`config.mk`:
```
export PLATFORM = sky130hd
export DESIGN_NAME = wb_arbiter2
export DESIGN_NICKNAME = d
export VERILOG_FILES = /design/src/rtl/wb_arbiter2.sv
export SDC_FILE = /design/constraint.sdc
export NUM_CORES = 1
export LEC_CHECK = 0
export CAP_MARGIN = 20
export CORE_MARGIN = 2
export CORE_UTILIZATION = 22
export DETAILED_ROUTE_END_ITERATION = 7
export PLACE_DENSITY = 0.83
export SLEW_MARGIN = 5
export SYNTH_ARGS = -nofsm -noshare
export SYNTH_HDL_FRONTEND = slang
export SYNTH_SLANG_ARGS = --single-unit
```
`constraint.sdc`:
```
create_clock -name clk_i -period 1.6 [get_ports clk_i]
set_input_delay 0.48 -clock clk_i [delete_from_list [all_inputs] [get_ports clk_i]]
set_output_delay 0.48 -clock clk_i [all_outputs]
set_load 0.01 [all_outputs]
```
`src/rtl/wb_arbiter2.sv`:
```
// wb_arbiter2: two-master / one-slave Wishbone arbiter.
// Master 0 is the debug engine, master 1 is the CPU. Ownership is held for a
// whole Wishbone cycle (cyc). Ties are resolved round-robin unless
// FIXED_PRIO makes master 0 win every tie. Grants are registered, so a new
// request is seen on the slave side one clock after it is raised. Handing
// the bus from one master to the other costs one dead cycle.
module wb_arbiter2 #(
    parameter int DATA_WIDTH = 16,
    parameter int ADDR_WIDTH = 32,
    parameter int FIXED_PRIO = 0
) (
    input  logic                    clk_i,
    input  logic                    rst_i,
    input  logic [DATA_WIDTH-1:0]   m0_dat_i,
    input  logic [ADDR_WIDTH-1:0]   m0_adr_i,
    input  logic [DATA_WIDTH/8-1:0] m0_sel_i,
    input  logic                    m0_we_i,
    input  logic                    m0_cyc_i,
    input  logic                    m0_stb_i,
    output logic                    m0_ack_o,
    input  logic [DATA_WIDTH-1:0]   m1_dat_i,
    input  logic [ADDR_WIDTH-1:0]   m1_adr_i,
    input  logic [DATA_WIDTH/8-1:0] m1_sel_i,
    input  logic                    m1_we_i,
    input  logic                    m1_cyc_i,
    input  logic                    m1_stb_i,
    output logic                    m1_ack_o,
    output logic [DATA_WIDTH-1:0]   m_dat_o,
    output logic [DATA_WIDTH-1:0]   s_dat_o,
    input  logic [DATA_WIDTH-1:0]   s_dat_i,
    output logic [ADDR_WIDTH-1:0]   s_adr_o,
    output logic [DATA_WIDTH/8-1:0] s_sel_o,
    output logic                    s_we_o,
    output logic                    s_cyc_o,
    output logic                    s_stb_o,
    input  logic                    s_ack_i,
    output logic [1:0]              gnt_o
);

    localparam int SEL_WIDTH = DATA_WIDTH / 8;

    typedef enum logic [1:0] {
        ST_IDLE = 2'b00,
        ST_G0   = 2'b01,
        ST_G1   = 2'b10
    } state_t;

    state_t      r_state;
    logic [1:0]  r_gnt;
    logic        r_last;     // 1'b0: m0 granted last, 1'b1: m1 granted last
    state_t      w_next;
    logic        w_tie_m0;   // on a tie in IDLE, does m0 win?

    // Decide who wins a simultaneous request from IDLE
    always_comb begin
        w_tie_m0 = 1'b0;
        if (FIXED_PRIO != 0) begin
            w_tie_m0 = 1'b1;
        end else begin
            w_tie_m0 = r_last;   // m1 went last, so m0 gets it now
        end
    end

    // Next-state logic: owner keeps the bus while its cyc is high
    always_comb begin
        w_next = ST_IDLE;
        case (r_state)
            ST_IDLE: begin
                if (m0_cyc_i && m1_cyc_i) begin
                    w_next = w_tie_m0 ? ST_G0 : ST_G1;
                end else if (m0_cyc_i) begin
                    w_next = ST_G0;
                end else if (m1_cyc_i) begin
                    w_next = ST_G1;
                end else begin
                    w_next = ST_IDLE;
                end
            end
            ST_G0: begin
                if (m0_cyc_i) begin
                    w_next = ST_G0;
                end else if (m1_cyc_i) begin
                    w_next = ST_G1;
                end else begin
                    w_next = ST_IDLE;
                end
            end
            ST_G1: begin
                if (m1_cyc_i) begin
                    w_next = ST_G1;
                end else if (m0_cyc_i) begin
                    w_next = ST_G0;
                end else begin
                    w_next = ST_IDLE;
                end
            end
            default: begin
                w_next = ST_IDLE;
            end
        endcase
    end

    // Arbiter FSM: state, registered grant and last-granted master
    always_ff @(posedge clk_i or negedge rst_i) begin
        if (!rst_i) begin
            r_state <= ST_IDLE;
            r_gnt   <= 2'b00;
            r_last  <= 1'b1;
        end else begin
            r_state <= w_next;
            case (w_next)
                ST_G0: begin
                    r_gnt  <= 2'b01;
                    r_last <= 1'b0;
                end
                ST_G1: begin
                    r_gnt  <= 2'b10;
                    r_last <= 1'b1;
                end
                default: begin
                    r_gnt  <= 2'b00;
                    r_last <= r_last;
                end
            endcase
        end
    end

    assign gnt_o   = r_gnt;
    assign m_dat_o = s_dat_i;

    // Slave-side mux: forward the granted master, drive zeros when idle
    always_comb begin
        s_cyc_o = 1'b0;
        s_stb_o = 1'b0;
        s_we_o  = 1'b0;
        s_adr_o = {ADDR_WIDTH{1'b0}};
        s_sel_o = {SEL_WIDTH{1'b0}};
        s_dat_o = {DATA_WIDTH{1'b0}};
        case (r_gnt)
            2'b01: begin
                s_cyc_o = m0_cyc_i;
                s_stb_o = m0_stb_i & m0_cyc_i;
                s_we_o  = m0_we_i;
                s_adr_o = m0_adr_i;
                s_sel_o = m0_sel_i;
                s_dat_o = m0_dat_i;
            end
            2'b10: begin
                s_cyc_o = m1_cyc_i;
                s_stb_o = m1_stb_i & m1_cyc_i;
                s_we_o  = m1_we_i;
                s_adr_o = m1_adr_i;
                s_sel_o = m1_sel_i;
                s_dat_o = m1_dat_i;
            end
            default: begin
                s_cyc_o = 1'b0;
            end
        endcase
    end

    // Ack routing: only the owner with cyc still high sees the slave ack
    always_comb begin
        m0_ack_o = s_ack_i & r_gnt[0] & m0_cyc_i;
        m1_ack_o = s_ack_i & r_gnt[1] & m1_cyc_i;
    end

endmodule

```
==> reports/results.txt <==
gr usage total -> 20.7%
Pleak -> 1.43 nW
Worst slew margin -> 84.8%
DP Worst Slack -> -676 ps
Synth Warn # -> 0
crit path launch -> gnt_o[1]
initial antenna violation count -> 0
Worst Tran Pin Value -> 227 ps
final wirelength -> 6.89 mm
DR vias/cell -> 4.88
most frequent cell after synthesis -> nor2_1
post-synthesis cell count -> 164
Layout Cell Area excl Fill -> 3400 um^2
sequential share of the synthesized area -> 10.8%
CP max FO -> 11
Routed Antenna Nets -> 0
PD cells -> 978 nW/um^2
R2R Path Start -> r_last
ys flop type -> dfrtp_1
VDD IR max -> 839 uV
RSZ-0062 raised after global routing -> yes
H-tree depth -> 1
Setup crit end kind -> primary output
Area contributors post-synth -> a22oi_1 (33%), nor2_1 (17%), buf_6 (12%), buf_4 (10%), dfrtp_1 (8.6%)
first-pass GRT wire length -> 10.1 mm
min Tclk post-route -> 2060 ps
CTS tree -> done
die area -> 5920 um^2
Yosys reg bits -> 5
largest net degree at the start of global routing -> 18
clk_lat worst skew -> 230 ps
top-area cell type share of the netlist area -> 33.4%
ANT cells -> 0
Multi-input gate area -> 1060 um^2
CTS buffer count -> 3
Req. time, crit path -> 1120 ps
worst-case clock buffer depth -> 2
CTS Hold Buffers Added -> 0
Initial Utilization -> 22.9%
Fin. Hold Viols -> 0
final hold slack -> 474 ps
site row count -> 26
clock skew -> 3.24 ps
Slew Limit Fails -> 0
share of cells above drive strength 1 -> 52.4%
FF/Latch Area -> 126 um^2
detailed-route DRC error count -> 0
Netlist cell types -> 23
drt wl/cell -> 16.4 um
Setup WS post-layout -> -460 ps
Clock transition at path regs -> 40 ps
failing checks -> setup timing
IO buf count -> 165
Hold Crit Class -> input port to asynchronous set/reset pin
syn_area_per_cell -> 7.13 um^2
status -> finished, violations left
Final Setup Violations -> 54
share of flip-flops with an asynchronous set or reset -> 100%
Crit Path Category -> flip-flop to primary output
clock sinks -> 5
core box area -> 5110 um^2
Fillers -> 440
DRT iter0 DRCs -> 35
hpwl dp -> 4.56 mm
Final nets -> 481
post-synth top area cell -> a22oi_1
Synth Cell Area -> 1170 um^2
setup TNS -> -21,470 ps
Final GP Congestion -> 0.714
I/O pins -> 198
total power draw -> 3.32 mW
total gr overflow -> 0
dpl cell area -> 2800 um^2
WP data arrival -> 1580 ps
total iterations of the first detailed-routing run -> 4
Max Fclk -> 0.485 GHz
vias in the first global route -> 1,998
Die X -> 76.9 um
via count -> 2,053
fin crit share -> 129%
Commonest cells post-synth -> nor2_1 (53), a22oi_1 (52), buf_4 (16), buf_6 (12), buf_2 (5)
Root Buffer -> clkbuf_8
synthesis-to-finish area growth -> 190%
Post-Syn Nets -> 293
Worst setup SP type -> flip-flop
Die Ht -> 76.9 um
EDFF count, synth -> 0
Max Cap Viol -> 0
-- cell type report --
| cell class | instances | share of cell area (%) |
|---|---|---|
| multi-input cells | 123 | 31.2 |
| inverters | 2 | 0.221 |
| well taps | 70 | 2.58 |
| repair buffers | 217 | 60.9 |
| clock buffers | 4 | 1.33 |
| flip-flops and latches | 5 | 3.72 |
-- what timing repair did --
action | CTS | global route
pin swaps | 4 | 22
buffers inserted | 16 | 15
resized for setup | 285 | 46
endpoints found under the setup margin | 59 | 54
cloned | 4 | 3
-- cells by family (layout without fill, tap and decap cells) --
group,count (synthesis),after routing,share of synthesized area [%]
AO/OA/AOI/OAI,58,58,37.1
buffers and inverters,36,223,25.8
multiplexers,1,1,0.962
adder cells (fa/ha/maj),4,4,4.28
flip-flops,5,5,10.8
AND/OR/NAND/NOR,60,60,21.1
-- per-stage QoR --
step	instances	utilization, %
floorplan	164	-
global placement	381	54.9
detailed placement	381	54.9
CTS	405	61.5
global route	421	66.5
finish	421	66.5
-- path summary, 6_finish.rpt --
check | endpoint | slack (ps) | cells after the start
max | s_adr_o[15] | -460 | 6
min | gnt_o[0] | 470 | 1
max reg2reg | r_last | 140 | 4
min reg2reg | r_state[1] | 630 | 2
max in group asynchronous | r_last | 870 | 1
min in group clk_i | r_state[1] | 630 | 2
-- state kept, by name, indices dropped and copies added, names as in the netlist --
signal / cells
gnt_o: 2
r_last: 1
r_state: 2
-- cells in the final DEF, fill, tap and decap left out, types with 3 or more instances in the layout --
| cell type | netlist | routed |
|---|---|---|
| buf_4 | 16 | 17 |
| buf_6 | 12 | 18 |
| clkbuf_16 | 0 | 3 |
| nor2_1 | 53 | 42 |
| buf_2 | 5 | 54 |
| a22oi_2 | 0 | 50 |
| buf_12 | 0 | 11 |
| nor2_2 | 0 | 10 |
| clkbuf_8 | 1 | 3 |
| dfrtp_1 | 4 | 4 |
| clkdlybuf4s50_1 | 0 | 105 |
-- metal layers --
| layer | global-route usage [%] | share of wire (%) |
|---|---|---|
| met1 | 22.2 | 37 |
| met2 | 40.8 | 54 |
| met3 | 4.24 | 7.0 |
| met4 | 4.91 | 1.7 |
| met5 | 0 | 0 |
-- critical path: stages (launching register included) --
cell and delay (ps):
dfrtp_1 410, buf_6 140, ha_4 270, buf_12 140
buf_16 140, nor2_1 110, buf_2 150
-- power by group --
group	total, mW	internal, mW	switching (mW)
clock	0.246	0.172	0.0739
sequential	0.207	0.170	0.0371
combinational	2.87	1.66	1.22
total	3.32	2.00	1.33
(Power assumes the default switching activity.)
==> RTL change 1 (same settings) <==
`ADDR_WIDTH`: 32 -> 28.
--- a/src/rtl/wb_arbiter2.sv
+++ b/src/rtl/wb_arbiter2.sv
@@ -7,5 +7,5 @@
 module wb_arbiter2 #(
     parameter int DATA_WIDTH = 16,
-    parameter int ADDR_WIDTH = 32,
+    parameter int ADDR_WIDTH = 28,
     parameter int FIXED_PRIO = 0
 ) (
Interface: changed (resized m0_adr_i, m1_adr_i and s_adr_o); port bits go from 198 to 186. No check against the original RTL was run, so the function may have changed too.
==> RTL change 1 against the original RTL <==
  * Utilization rose by 5.0 points
  * Setup slack better by 0.058 ns
  * Wire length decreased by 11%
  * First-iteration DRC count grew 31%
  * The flow still finishes with violations (negative setup slack)
  * Final area is 7.0% lower
  * Hold slack improved by 0.0044 ns
  * Area after synthesis shrank 12%
  * Sequential share of layout area is 0.28 points higher
  * Count of clock-buffer cells in the layout unchanged
  * Final cell count fell by 15%
  * Total power is 8.0% lower
  * Critical path depth is the same
  * Maximum frequency increased by 2.9%
  * Sequential cell count stayed put
==> RTL change 1: results (changes against the original RTL) <==
metric	value	unit	change
outcome	finished with violations		
violations	negative setup slack		
grt_pass1_wl	9340	microns	-7.2%
ys_warn_count	0		unchanged
skew	0.00279	ns	-0.000449 ns
fin_nets	427		-11%
synth_ff_type	dfrtp_1		
drt_iter0_markers	46		+31%
cpMaxStageDelayCell	dfrtp_1		
clk_latency	0.23	ns	about the same
drive_gt1_frac	0.557		+0.0332
wl_per_cell	17.2	microns	+4.9%
critical_path_arrival	1.52	ns	-0.06 ns
vias_per_cell	4.97		+2.0%
io_buffers	153		-7.3%
hold_slack	0.478	ns	+0.00438 ns
hpwl	4400	microns	-3.5%
irDropWorstVdd	0.604	mV	-28%
grt_pass1_vias	1828		-8.5%
hp-class	in2async		
syn_nets	274		-6.5%
num_rows	24		-7.7%
yosysMostFrequentCell	nor2_1		
synth_area_leaders	a22oi_1, nor2_1, buf_4		
fin_ws	-0.402	ns	+0.0583 ns
p_leak	1.21	nW	-15%
critPathMaxFanout	11		unchanged
preCtsSetupSlack	-0.698	ns	-0.0217 ns
critPathTopFamily	flip-flops		
cts_max_path_buffers	2		unchanged
grt_start_max_net_pins	15		-3
root_buffer	clkbuf_8		
reg2reg_slack	0.12	ns	-0.02 ns
seq_area_frac_synth	0.123		+0.0150
n_antenna_cell	0		unchanged
r2r_cells	4		unchanged
slew_headroom	0.838		-0.0102
fin_setup_tns	-17.37	ns	+4.09 ns
slowest_delay	0.43	ns	+0.02 ns
path_clk_slew	0.04	ns	about the same
synth_commonest_cells	nor2_1, a22oi_1, buf_4		
gp_congestion	0.771		+8.0%
htreeDepth	1		unchanged
cts_buffers	3		unchanged
synth_cell_types	21		-8.7%
cts_tree	yes		
drt_first_pass_iters	4		unchanged
place_area	2890	sq um	+3.0%
grt_antenna_before_repair	0		unchanged
setup_viol	51		-5.6%
grt_util_all_layers	0.228		+0.0209
synth-async-reset-ratio	1.00		unchanged
[RTL change 1: metal layers]
layer / part of all wire / GRT usage / vias up / wire length, microns
met4: 0.024 / 0.0818 / 0 / 147
met2: 0.53 / 0.430 / 95 / 3270
met1: 0.36 / 0.254 / 814 / 2200
li1: - / - / 851 / -
met5: 0 / 0 / - / 0
met3: 0.083 / 0.0389 / 15 / 511
[RTL change 1: final timing paths]
| check | start | end |
|---|---|---|
| worst max register to register | r_last$_DFFE_PN1P_ | r_last$_DFFE_PN1P_ |
| worst min-delay path | rst_i | gnt_o[1]$_DFF_PN0_ |
| worst min register to register | r_last$_DFFE_PN1P_ | r_last$_DFFE_PN1P_ |
| min in group clk_i | r_last$_DFFE_PN1P_ | r_last$_DFFE_PN1P_ |
| worst max-delay path | gnt_o[1]$_DFF_PN0_ | s_adr_o[2] |
| max in group asynchronous | rst_i | r_last$_DFFE_PN1P_ |
[RTL change 1: final cells by class]
type | count | area, sq um
timing repair buffer | 179 | 1770
tap | 52 | 65.1
inverter | 2 | 7.51
fill | 339 | 1250
multi-input combinational | 115 | 1150
sequential | 5 | 126
clock buffer | 4 | 45.0
[RTL change 1: per-stage QoR]
stage / total power [mW] / cells / utilization
after floorplan: 1.53 / 153 / -
after global placement: 2.44 / 342 / 0.654
after detailed placement: 2.47 / 342 / 0.654
after CTS: 3.18 / 361 / 0.736
after global routing: 3.24 / 357 / 0.716
final: 3.06 / 357 / 0.716
[RTL change 1: logic make-up after synthesis]
group | synth area share
muxes | 0.0110
and+or+nand+nor | 0.220
adders and majority gates | 0.0487
AOI/OAI and AO/OA | 0.390
buffers and inverters | 0.207
DFF | 0.123
[RTL change 1: timing repair]
item	CTS	global route
hold buffers	0	0
endpoints found under the hold margin	0	0
setup buffers	12	0
resized for setup	284	5
pin swaps	57	24
setup endpoints to repair	54	53
cloned	6	0
[RTL change 1: worst register-to-register path, cell delays in order (launching register included)]
cell and delay, ns:
dfstp_2 0.53, nand2b_1 0.07, a21o_1 0.20, ha_1 0.28
mux2_2 0.32
[RTL change 1: report_power, final]
group,switching [mW],internal (mW),total (mW)
Combinational,1.24,1.38,2.61
Sequential,0.0343,0.170,0.204
Clock,0.0729,0.172,0.245
==> RTL change 2 (config.mk and constraints unchanged) <==
Made on the original files. Encoding of `state_t`: now one-hot (3 bits for 3 states).
--- a/src/rtl/wb_arbiter2.sv
+++ b/src/rtl/wb_arbiter2.sv
@@ -40,8 +40,8 @@
     localparam int SEL_WIDTH = DATA_WIDTH / 8;
 
-    typedef enum logic [1:0] {
-        ST_IDLE = 2'b00,
-        ST_G0   = 2'b01,
-        ST_G1   = 2'b10
+    typedef enum logic [2:0] {
+        ST_IDLE = 3'b001,
+        ST_G0   = 3'b010,
+        ST_G1   = 3'b100
     } state_t;
 
Formal check against the unedited RTL: no difference found for any inputs over 10 cycles, from zero or initial values and one cycle with rst_i low; not proved beyond that.
==> RTL change 2 against the original RTL <==
  * The run still ends with negative setup slack left
  * Wire length is 9.4% higher
  * Synthesized cell count is 12% higher
  * Total power is 42% higher
  * Final cell count is 2.6% lower
  * Sequential share of layout area is 0.80 points higher
  * Area after synthesis is 6.0% higher
  * Utilization is 4.8 points lower
  * Sequential cell count is 1 higher
  * Clock skew is 0.0023 ns lower
  * Setup slack better by 0.019 ns
  * Final area is 0.63% lower
  * Critical path type unchanged
  * Highest routed layer unchanged
==> RTL change 2: results (changes against the original RTL) <==
metric	value	unit	change
grt_util_all_layers	0.208		+0.000284
synth_commonest_cells	nor2_1, a22oi_1, buf_4		
drive_gt1_frac	0.589		+0.0645
reg2reg_slack	0.27	ns	+0.13 ns
synth_xor_area_frac	0.0272		+0.0272
gp_congestion	0.831		+16%
synth_ff_type	dfrtp_1		
n_antenna_cell	0		unchanged
synth_edf_count	0		unchanged
irDropWorstVdd	1.18	mV	+40%
fin_area	3380	sq um	-0.63%
skew	0.000985	ns	-0.00225 ns
critPathMaxFanout	6		-5
synth_cell_types	30		+30%
path_clk_slew	0.03	ns	
nFillCells	485		+10%
cts_buffers	3		unchanged
drt_first_pass_iters	4		unchanged
setup_viol	53		-1.9%
clk_latency	0.21	ns	-0.02 ns
synthAdderAreaFrac	0.0202		-0.0226
fin_nets	467		-2.9%
synth_compound_area_frac	0.383		+0.0123
hpwl	5200	microns	+14%
vias_per_cell	5.02		+3.0%
largest_reg_flops	3		
htreeDepth	1		unchanged
io_buffers	165		unchanged
synth.area.mux_share	0		-0.00963
place_area	3040	sq um	+8.3%
grt_pass1_wl	10400	microns	+2.9%
p_leak	1.32	nW	-8.0%
ys_warn_count	0		unchanged
preCtsSetupSlack	-0.821	ns	-0.144 ns
outcome	finished with violations		
synth-async-reset-ratio	1.00		unchanged
grt_pass1_vias	1917		-4.1%
regMostFlops	r_state		
grt_start_max_net_pins	22		+4
cts_max_path_buffers	2		unchanged
grt_antenna_before_repair	0		unchanged
drt_iter0_markers	54		+54%
fin_ws	-0.442	ns	+0.0186 ns
tightestPinTransition	0.381	ns	+0.154 ns
root_buffer	clkbuf_8		
seq_area_frac_synth	0.123		+0.0151
hold_slack	0.503	ns	+0.0296 ns
hp-class	in2async		
drt_wl_total	7530	microns	+9.4%
violations	negative setup slack		
synth_area_leaders	a22oi_1, nor2_1, buf_4		
syn_nets	310		+5.8%
[RTL change 2: layer usage]
layer / up-vias / global-route usage / part of all wire
li1: 968 / - / -
met1: 995 / 0.249 / 0.40
met2: 89 / 0.374 / 0.52
met3: 8 / 0.0557 / 0.080
met4: 0 / 0.0362 / 0.0081
met5: - / 0 / 0
[RTL change 2: cells by family (layout without fill, tap and decap cells)]
family | Yosys count | in the layout
compound gates | 64 | 64
xor+xnor | 3 | 3
fa+ha+maj | 2 | 2
buf+inv | 41 | 196
flops | 6 | 6
simple gates | 67 | 67
[RTL change 2: report_power, final]
group | leakage (nW) | switching, mW | total [mW] | internal (mW)
logic | 1.22 | 2.02 | 4.12 | 2.10
registers | 0.0728 | 0.158 | 0.397 | 0.240
clock network | 0.0216 | 0.0544 | 0.215 | 0.161
total | 1.32 | 2.24 | 4.73 | 2.50
[RTL change 2: final cells by class]
cell class,instances,area share
sequential,6,0.0452
clock buffer,3,0.0122
tap,72,0.0267
multi-input combinational,136,0.372
timing repair buffer,191,0.542
inverter,2,0.00222
[RTL change 2: critical path, stage by stage (launching register included)]
cell	delay (ns)
dfrtp_1	0.41
inv_2	0.07
ha_4	0.22
buf_12	0.15
clkbuf_16	0.15
a22oi_2	0.17
nor2_2	0.04
buf_2	0.14
[RTL change 2: repair_timing]
action                                  in CTS  in global routing
pin swaps                                   24                 25
endpoints found under the setup margin      57                 54
gates resized for setup                    288                 14
cloned                                       4                  3
setup buffers                                4                  3
[RTL change 2: through the flow]
step,setup TNS [ns],cells
finish,-19.47,410
detailed placement,-31.11,395
CTS,-19.19,405
global route,-22.48,410
global placement,-30.44,395
floorplan,-5.74,183
[RTL change 2: worst paths after layout]
| path | startpoint | to | cells after the start |
|---|---|---|---|
| setup / recovery | gnt_o[1]$_DFF_PN0_ | s_we_o | 7 |
| setup reg to reg | r_state[0]$_DFF_PN1_ | r_state[2]$_DFF_PN0_ | 3 |
| min in group clk_i | r_last$_DFFE_PN1P_ | r_last$_DFFE_PN1P_ | 2 |
| hold reg to reg | r_last$_DFFE_PN1P_ | r_last$_DFFE_PN1P_ | 2 |
| max in group asynchronous | rst_i | r_state[0]$_DFF_PN1_ | 1 |
| hold / removal | rst_i | gnt_o[0]$_DFF_PN0_ | 1 |
